$ cat src/rtl/load_store_unit.sv
// rtl/load_store_unit.sv - single-outstanding load/store stage between the register file and a valid/ready data bus
// Stores read their data through the register-file memory port at accept; loads write back via a one-cycle strobe.
module load_store_unit #(
  parameter int TIMEOUT = 64
) (
  input  logic        clk,
  input  logic        rst_n,
  input  logic        req_valid,
  output logic        req_ready,
  input  logic        req_write,
  input  logic [15:0] req_addr,
  input  logic [3:0]  req_reg,
  output logic [3:0]  memory_index,
  input  logic [15:0] memory_store,
  output logic [15:0] memory_load,
  output logic        memory_load_en,
  output logic        bus_valid,
  input  logic        bus_ready,
  output logic        bus_write,
  output logic [15:0] bus_addr,
  output logic [15:0] bus_wdata,
  input  logic [15:0] bus_rdata,
  output logic        fault,
  input  logic        fault_clr
);

  localparam logic [1:0] S_IDLE = 2'd0;
  localparam logic [1:0] S_BUS  = 2'd1;
  localparam logic [1:0] S_WB   = 2'd2;

  localparam logic [7:0] LAST_WAIT = 8'(TIMEOUT - 1);

  logic [1:0] state;
  logic [3:0] lat_reg;
  logic [7:0] wait_cnt;
  logic       fault_set;

  // All status outputs decode from registered state, so bus_ready/bus_rdata never reach an output combinationally.
  assign req_ready      = (state == S_IDLE);
  assign memory_index   = req_ready ? req_reg : lat_reg;
  assign bus_valid      = (state == S_BUS);
  assign memory_load_en = (state == S_WB) && (lat_reg != 4'd0);
  assign fault_set      = bus_valid && !bus_ready && (wait_cnt == LAST_WAIT);

  always_ff @(posedge clk or negedge rst_n) begin
    if (!rst_n) begin
      state       <= S_IDLE;
      lat_reg     <= 4'd0;
      wait_cnt    <= 8'd0;
      bus_write   <= 1'b0;
      bus_addr    <= 16'd0;
      bus_wdata   <= 16'd0;
      memory_load <= 16'd0;
    end else begin
      case (state)
        S_IDLE: begin
          if (req_valid) begin
            bus_write <= req_write;
            bus_addr  <= req_addr;
            lat_reg   <= req_reg;
            bus_wdata <= memory_store;
            wait_cnt  <= 8'd0;
            state     <= S_BUS;
          end
        end
        S_BUS: begin
          // A ready in the final allowed cycle still completes; abort only when it is absent.
          if (bus_ready) begin
            if (bus_write) begin
              state <= S_IDLE;
            end else begin
              memory_load <= bus_rdata;
              state       <= S_WB;
            end
          end else if (wait_cnt == LAST_WAIT) begin
            state <= S_IDLE;
          end else begin
            wait_cnt <= wait_cnt + 8'd1;
          end
        end
        S_WB: begin
          state <= S_IDLE;
        end
        default: begin
          state <= S_IDLE;
        end
      endcase
    end
  end

  // Set has priority over a coincident clear.
  always_ff @(posedge clk or negedge rst_n) begin
    if (!rst_n) begin
      fault <= 1'b0;
    end else if (fault_set) begin
      fault <= 1'b1;
    end else if (fault_clr) begin
      fault <= 1'b0;
    end
  end

endmodule
$ cat config.mk
export PLATFORM = sky130hd
export DESIGN_NAME = load_store_unit
export DESIGN_NICKNAME = d
export VERILOG_FILES = /design/src/rtl/load_store_unit.sv
export SDC_FILE = /design/constraint.sdc
export NUM_CORES = 1
export LEC_CHECK = 0
export CAP_MARGIN = 20
export CORE_ASPECT_RATIO = 0.9
export CORE_MARGIN = 1
export CORE_UTILIZATION = 45
export DETAILED_ROUTE_END_ITERATION = 10
export PLACE_DENSITY = 0.86
export SYNTH_ARGS = -nofsm -noshare
export SYNTH_HDL_FRONTEND = slang
export SYNTH_SLANG_ARGS = --single-unit
$ cat constraint.sdc
create_clock -name clk -period 4.3 [get_ports clk]
set_input_delay 0.86 -clock clk [delete_from_list [all_inputs] [get_ports clk]]
set_output_delay 0.86 -clock clk [all_outputs]
set_load 0.01 [all_outputs]
==> flow_metrics.tcl, run 1 <==
set metrics [dict create \
    yosys_register_bits 64 \
    timing.fmax_mhz 345 \
    startpoint_type "primary input" \
    dieWidth_um 83.1 \
    post_drt_wl_per_cell_um 14.1 \
    timing.setup.critical_path_class "primary input to primary output" \
    min_path_type "flop to flop" \
    io_buffer_count 114 \
    post-cts-setup-buffer-count 0 \
    synth-edff-count 0 \
    nets 430 \
    fin_crit_sh 0.675 \
    count_of_max_cap_constraint_violations 0 \
    regToRegSetupSlack_ns 2.09 \
    avgSynthCellArea_um2 10.5 \
    final_wirelength_um 6280 \
    top_level_port_count 115 \
    num_vias 2187 \
    hold_buffers 0 \
    totalPowerFinal_mw 2.88 \
    antenna_found_initial 0 \
    postSynth.asyncResetShare 1.00 \
    finalSetupViolations 0 \
    finalClockSkew_ns 0.00865 \
    critical_path_arrival_ns 2.04 \
    cts_tree "yes" \
    reg.largest.list "bus_addr: 16 flops, bus_wdata: 16 flops, memory_load: 16 flops" \
    grt.overflow.total 0 \
    power_density_nw_per_um2 704 \
    hold_viol 0 \
    detail-route-antenna-nets 0 \
    area_delta_synth_final_pct 53.5 \
    worst-path-max-fanout 2 \
    power_leakage_nw 1.91 \
    cp.required_ns 3.44 \
    worstSkewPairLatency_ns 0.34 \
    mappedNetlistArea_um2 2660 \
    fp-row-count 26 \
    core_um2 5690 \
    worst-slew-pin-transition_ns 1.00 \
    global_route_wire_length_before_repair_um 10400 \
    grt_pass1_vias 2239 \
    drt_first_pass_iters 4 \
    drt_iter0_markers 62 \
    final_common_cell "sky130_fd_sc_hd__nand2_1" \
    cts-htree-levels 3 \
    cts.sink_count 64 \
    synth-seq-area-share 0.602 \
    design.die.area_um2 6230 \
    drc_errors 0 \
    floorplan.initialDensity 0.468 \
    clk_transition_reported_paths_ns 0.06 \
    synth_fp_nets 313 \
    final-max-slew-violation-count 0 \
    clock_tree.root_cell "sky130_fd_sc_hd__clkbuf_8" \
    number_of_gates_resized_after_cts 0 \
    maxSlewHeadroom 0.333 \
    synthFlopType "sky130_fd_sc_hd__dfrtp_1" \
    dpl.hpwl_um 4640 \
    globalRouteTotalUtil 0.217 \
    netlist_instances 254 \
    dieHeight_um 75.0 \
    drive_gt1_frac 0.114 \
    gp_congestion 0.784 \
    status "finished, final reports clean" \
    critPathCaptureType "primary output" \
    n_antenna_cell 0 \
    tns_ns 0 \
    netlist-cell-type-count 31 \
    hold_path_depth 2 \
    fin_crit_ns 2.90 \
    cts-buffers-inserted 9 \
    grt_max_degree 39 \
    ys.warnings.count 0 \
    fin_worst_hold_slack_ns 0.474 \
    rsz0062_at_grt "false" \
    worstRegToRegCells 3 \
    vdd.ir_drop.worst_mv 0.392 \
    clk_path_buf_depth 2 \
    routed_via_density 4.90 \
    layout_common_cells "sky130_fd_sc_hd__nand2_1 (117), sky130_fd_sc_hd__clkdlybuf4s50_1 (113), sky130_fd_sc_hd__dfrtp_1 (64)" \
]
metal layers:
layer	global-route usage	part of all wire	vias to the layer above
met2	0.388	0.52	64
met3	0.0888	0.061	6
met1	0.248	0.41	1058
met4	0.0517	0.0091	0
met5	0	0	-
li1	-	-	1059
path summary, 6_finish.rpt:
| check | startpoint | end |
|---|---|---|
| min in group asynchronous | rst_n | bus_addr[13] |
| max in group asynchronous | rst_n | bus_wdata[2] |
| setup / recovery | req_reg[1] | memory_index[1] |
| hold reg to reg | bus_wdata[5] | bus_wdata[5] |
| hold / removal | bus_wdata[5] | bus_wdata[5] |
| setup reg to reg | state[1] | memory_load[15] |
cell usage after synthesis (all sizes together), types with 2 or more instances:
cell type / number / area [µm²]
a21oi: 4 / 20.0
and2: 2 / 12.5
and3: 2 / 12.5
buf: 6 / 57.6
clkbuf: 5 / 18.8
dfrtp: 64 / 1600
inv: 2 / 7.51
mux2: 20 / 259
nand2: 117 / 439
nand3: 11 / 55.1
nor2: 2 / 10.0
nor3b: 2 / 26.3
o21a: 2 / 15.0
o21ai: 3 / 15.0
critical path, cell delays in order:
cell and delay (ns):
sky130_fd_sc_hd__clkdlybuf4s50_1 0.42, sky130_fd_sc_hd__mux2_2 0.28, sky130_fd_sc_hd__clkdlybuf4s50_1 0.49
cells by family (layout without fill, tap and decap cells):
logic type | Yosys count | count (layout) | synth area share
buf+inv | 13 | 135 | 0.0315
flops | 64 | 64 | 0.602
simple gates | 141 | 141 | 0.220
mux | 21 | 21 | 0.101
fa+ha+maj | 1 | 1 | 0.00470
compound gates | 14 | 14 | 0.0414
where the power goes:
part           internal (mW)  switching (mW)
Sequential             0.866           0.163
Clock                  0.416           0.228
Combinational          0.692           0.513
Total                   1.97           0.904
metrics by stage:
step	util	worst slack [ns]	cells	cell area (µm²)
3_5_place_dp	0.673	1.39	430	3830
3_3_place_gp	0.673	1.43	430	3830
2_1_floorplan	-	2.30	254	2660
6_report	0.718	1.40	446	4090
5_1_grt	0.718	1.37	446	4090
4_1_cts	0.718	1.39	446	4090
area by class of cell:
type                       instances  area [µm²]
clock buffer                      11         151
inverter                           2        7.51
sequential                        64        1600
tap                               70        87.6
fill                             438        1610
timing repair buffer             117        1160
multi-input combinational        177         977
clock inverter                     5         103
Note: power is estimated with default switching activity, not from simulation.
==> run 2, diff against run 1 <==
- CORE_UTILIZATION: 45 -> 38
- PLACE_DENSITY: 0.86 -> 0.77
- clock period: 4.3 -> 2.4 ns (I/O delays scaled with it)
==> flow_metrics.tcl, run 2 (same netlist as run 1, synthesis figures left out) <==
set metrics [dict create \
    status "finished, final reports clean" \
    final_common_cell "sky130_fd_sc_hd__nand2_1" \
    n_antenna_cell 0 \
    layout_common_cells "sky130_fd_sc_hd__nand2_1 (117), sky130_fd_sc_hd__clkdlybuf4s50_1 (113), sky130_fd_sc_hd__dfrtp_1 (64)" \
    regToRegSetupSlack_ns 0.57 \
    worstSkewPairLatency_ns 0.33 \
    timing.fmax_mhz 440 \
    hold_viol 0 \
    drc_errors 0 \
    finalSetupViolations 0 \
    power_density_nw_per_um2 1190 \
    gp_congestion 0.780 \
    hold_buffers 0 \
    finalClockSkew_ns 0.00901 \
    placement.setup.worst_slack_ns 0.276 \
    drt_iter0_markers 102 \
    vdd.ir_drop.worst_mv 0.594 \
    fin_crit_sh 0.946 \
    dpl.hpwl_um 4460 \
    timing.setup.critical_path_class "flop to primary output" \
    worstRegToRegCells 5 \
    nets 434 \
    floorplan.initialDensity 0.400 \
    cp.required_ns 1.92 \
    globalRouteTotalUtil 0.176 \
    post-cts-setup-buffer-count 0 \
    drt_first_pass_iters 4 \
    post_drt_wl_per_cell_um 13.1 \
    rsz0062_at_grt "false" \
    min_path_type "primary input to asynchronous set/reset pin" \
    antenna_found_initial 0 \
    power_leakage_nw 1.90 \
    fp-row-count 28 \
    clk_transition_reported_paths_ns 0.07 \
    clk_path_buf_depth 2 \
    core_um2 6660 \
    num_vias 2185 \
    fin_ws_ns 0.129 \
    final-max-slew-violation-count 0 \
    fin_cells 468 \
    critPathCaptureType "primary output" \
    cts.sink_count 64 \
    number_of_gates_resized_after_cts 0 \
    area_delta_synth_final_pct 53.2 \
    fin_crit_ns 2.27 \
    routed_via_density 4.67 \
    global_route_wire_length_before_repair_um 9870 \
    clock_tree.root_cell "sky130_fd_sc_hd__clkbuf_8" \
    count_of_max_cap_constraint_violations 0 \
    grt_max_degree 44 \
    grt_pass1_vias 2163 \
    dieWidth_um 90.2 \
    cts_tree "yes" \
    cts-htree-levels 3 \
    top_level_port_count 115 \
    worst-slew-pin-transition_ns 0.529 \
    cts-buffers-inserted 9 \
    placed_cells_incl_taps 454 \
    dieHeight_um 81.4 \
    detail-route-antenna-nets 0 \
    grt.overflow.total 0 \
    reg.largest.list "bus_addr: 16 flops, bus_wdata: 16 flops, memory_load: 16 flops" \
    maxSlewHeadroom 0.647 \
    worst-path-max-fanout 7 \
    startpoint_type "flop" \
    design.die.area_um2 7350 \
    io_buffer_count 114 \
    critical_path_arrival_ns 1.79 \
    final_wirelength_um 6150 \
    tns_ns 0 \
    drive_gt1_frac 0.116 \
]
## run 2: cell types whose count changed in the layout (fill, tap and decap cells not counted), sizes merged
cell and delta:
buf +4, bufinv -2, clkbuf -1, clkinv +1
## run 2: path summary, 6_finish.rpt
kind	start	endpoint
max	state[0]	memory_index[2]
min	rst_n	bus_addr[13]
min in group clk	bus_addr[7]	bus_addr[7]
min reg2reg	bus_addr[7]	bus_addr[7]
max reg2reg	wait_cnt[0]	wait_cnt[6]
max in group asynchronous	rst_n	bus_addr[4]
## run 2: worst max-delay path, stage by stage, from the launching register on
cell and delay [ns]:
sky130_fd_sc_hd__dfrtp_1 0.42, sky130_fd_sc_hd__nor2_4 0.21, sky130_fd_sc_hd__mux2_2 0.35, sky130_fd_sc_hd__clkdlybuf4s50_1 0.48
## run 2: power breakdown
group	internal, mW	switching, mW	leakage [nW]
clock network	0.464	0.382	0.0880
registers	1.55	0.286	0.796
logic	1.27	0.903	1.01
## run 2: per-stage QoR
step            util  area (µm²)  hold slack, ns  power, mW
6_report       0.613        4080           0.120       4.86
3_5_place_dp   0.586        3900           0.462       4.05
5_1_grt        0.613        4080           0.137       5.18
2_1_floorplan      -        2660           0.184       2.82
4_1_cts        0.612        4080           0.122       4.94
3_3_place_gp   0.586        3900           0.457       3.99
## run 2: layer usage
metal  part of all wire  global-route usage  routed length [µm]  vias to the layer above
met2               0.51               0.312                3120                       76
met3              0.074              0.0796                 457                       13
met5                  0                   0                   0                        -
met4              0.018              0.0629                 110                        0
li1                   -                   -                   -                     1071
met1               0.40               0.189                2470                     1025
## run 2: layout make-up
type	count	area [µm²]
Timing Repair Buffer	121	1200
Multi-Input combinational cell	177	982
Tap cell	90	113
Clock inverter	4	47.5
Clock buffer	10	128
Inverter	2	7.51
Fill cell	552	2580
Sequential cell	64	1600
==> run 3, diff against run 2 <==
- CORE_MARGIN: 1 -> 5
- GPL_ROUTABILITY_DRIVEN: unset -> 0
- MAX_ROUTING_LAYER: unset -> met4
==> flow_metrics.tcl, run 3 (same netlist as run 1, synthesis figures left out) <==
set metrics [dict create \
    status "finished, final reports clean" \
    grtUsageMet3 0.0484 \
    hold_viol 0 \
    layout_common_cells "sky130_fd_sc_hd__nand2_1 (117), sky130_fd_sc_hd__clkdlybuf4s50_1 (113), sky130_fd_sc_hd__dfrtp_1 (64)" \
    timing.setup.critical_path_class "flop to primary output" \
    critPathCaptureType "primary output" \
    cts-htree-levels 3 \
    fin_crit_sh 0.946 \
    final_common_cell "sky130_fd_sc_hd__nand2_1" \
    clock_tree.root_cell "sky130_fd_sc_hd__clkbuf_8" \
    fin_worst_hold_slack_ns 0.0708 \
    detail-route-antenna-nets 0 \
    worstSkewPairLatency_ns 0.32 \
    nets 434 \
    drt_first_pass_iters 4 \
    cts_tree "yes" \
    routed_via_density 4.55 \
    floorplan.initialDensity 0.384 \
    maxSlewHeadroom 0.747 \
    tns_ns 0 \
    clk_transition_reported_paths_ns 0.06 \
    final_wirelength_um 6570 \
    final-max-slew-violation-count 0 \
    global_route.usage.met1 0.181 \
    fill_cells 596 \
    sequential_cell_area_um2 1600 \
    drive_gt1_frac 0.114 \
    fp-row-count 29 \
    timing.fmax_mhz 440 \
    startpoint_type "flop" \
    design.die.area_um2 8780 \
    min_path_type "primary input to asynchronous set/reset pin" \
    worst-slew-pin-transition_ns 0.379 \
    area_delta_synth_final_pct 53.8 \
    fin_crit_ns 2.27 \
    final_cell_area_um2 4090 \
    postLayoutCoreUtil 0.591 \
    place_area_um2 3920 \
    top_level_port_count 115 \
    n_antenna_cell 0 \
    cts.sink_count 64 \
    drc_errors 0 \
    clk_path_buf_depth 2 \
    global_route_wire_length_before_repair_um 10700 \
    io_buffer_count 114 \
    count_of_max_cap_constraint_violations 0 \
    hold_buffers 0 \
    cp.required_ns 1.92 \
    power_density_nw_per_um2 1190 \
    rsz0062_at_grt "false" \
    grt.overflow.total 0 \
    worst-path-max-fanout 7 \
    top_usage_layer "met2" \
    core_um2 6930 \
    finalClockSkew_ns 0.00325 \
    grt_pass1_vias 2309 \
    multi_input_area_um2 982 \
    power_leakage_nw 1.90 \
    critical_path_arrival_ns 1.79 \
    post_drt_wl_per_cell_um 13.9 \
    globalRouteTotalUtil 0.159 \
    finalSetupViolations 0 \
    num_vias 2145 \
    antenna_found_initial 0 \
    dieWidth_um 98.2 \
    vdd.ir_drop.worst_mv 0.567 \
    grt_use_met2 0.264 \
    grt_max_degree 35 \
    drt_iter0_markers 50 \
    cts-buffers-inserted 9 \
    totalPowerFinal_mw 4.87 \
    dieHeight_um 89.4 \
    dpl.hpwl_um 4900 \
    reg.largest.list "bus_addr: 16 flops, bus_wdata: 16 flops, memory_load: 16 flops" \
]
run 3: changes by cell type in the layout (fill, tap and decap cells not counted), sizes merged:
| cell | before | now |
|---|---|---|
| clkinvlp | 1 | 0 |
| bufinv | 1 | 0 |
| clkinv | 2 | 0 |
| clkbuf | 10 | 14 |
run 3: cell type report:
type                       instances  share of cell area
clock buffer                      14              0.0422
inverter                           2             0.00183
multi-input combinational        177               0.240
sequential                        64               0.391
tap                               93              0.0284
timing repair buffer             121               0.296
run 3: worst max-delay path: stages, from the launching register on:
cell	delay, ns
sky130_fd_sc_hd__dfrtp_1	0.42
sky130_fd_sc_hd__nor2_4	0.22
sky130_fd_sc_hd__mux2_2	0.36
sky130_fd_sc_hd__clkdlybuf4s50_1	0.48
run 3: final timing paths:
path	from	to	slack, ns	cells past startpoint
worst min register to register	bus_wdata[1]	bus_wdata[1]	0.47	2
max in group asynchronous	rst_n	memory_load[11]	1.66	2
worst min-delay path	rst_n	bus_addr[6]	0.07	1
worst max register to register	wait_cnt[0]	wait_cnt[6]	0.57	5
worst max-delay path	state[0]	memory_index[1]	0.13	3
min in group clk	bus_wdata[1]	bus_wdata[1]	0.47	2
run 3: metrics by stage:
stage / setup slack, ns / instances
5_1_grt: 0.0595 / 471
6_report: 0.129 / 471
3_3_place_gp: 0.287 / 457
4_1_cts: 0.0230 / 471
2_1_floorplan: 0.712 / 254
3_5_place_dp: 0.269 / 457
run 3: repair_timing:
action | 4_1_cts | 5_1_grt
setup buffers | 0 | 0
endpoints found under the hold margin | 0 | 0
resized for setup | 0 | 1
endpoints found under the setup margin | 0 | 4
run 3: layer usage:
layer / wire length [µm] / vias up
li1: - / 1065
met1: 2730 / 1000
met2: 3340 / 67
met3: 382 / 13
met4: 114 / 0
met5: 0 / -
run 3: power by group:
part | internal [mW] | switching, mW | leakage (nW) | total (mW)
sequential | 1.55 | 0.284 | 0.796 | 1.84
combinational | 1.29 | 0.929 | 1.02 | 2.22
clock | 0.450 | 0.363 | 0.0886 | 0.813
total | 3.29 | 1.58 | 1.90 | 4.87
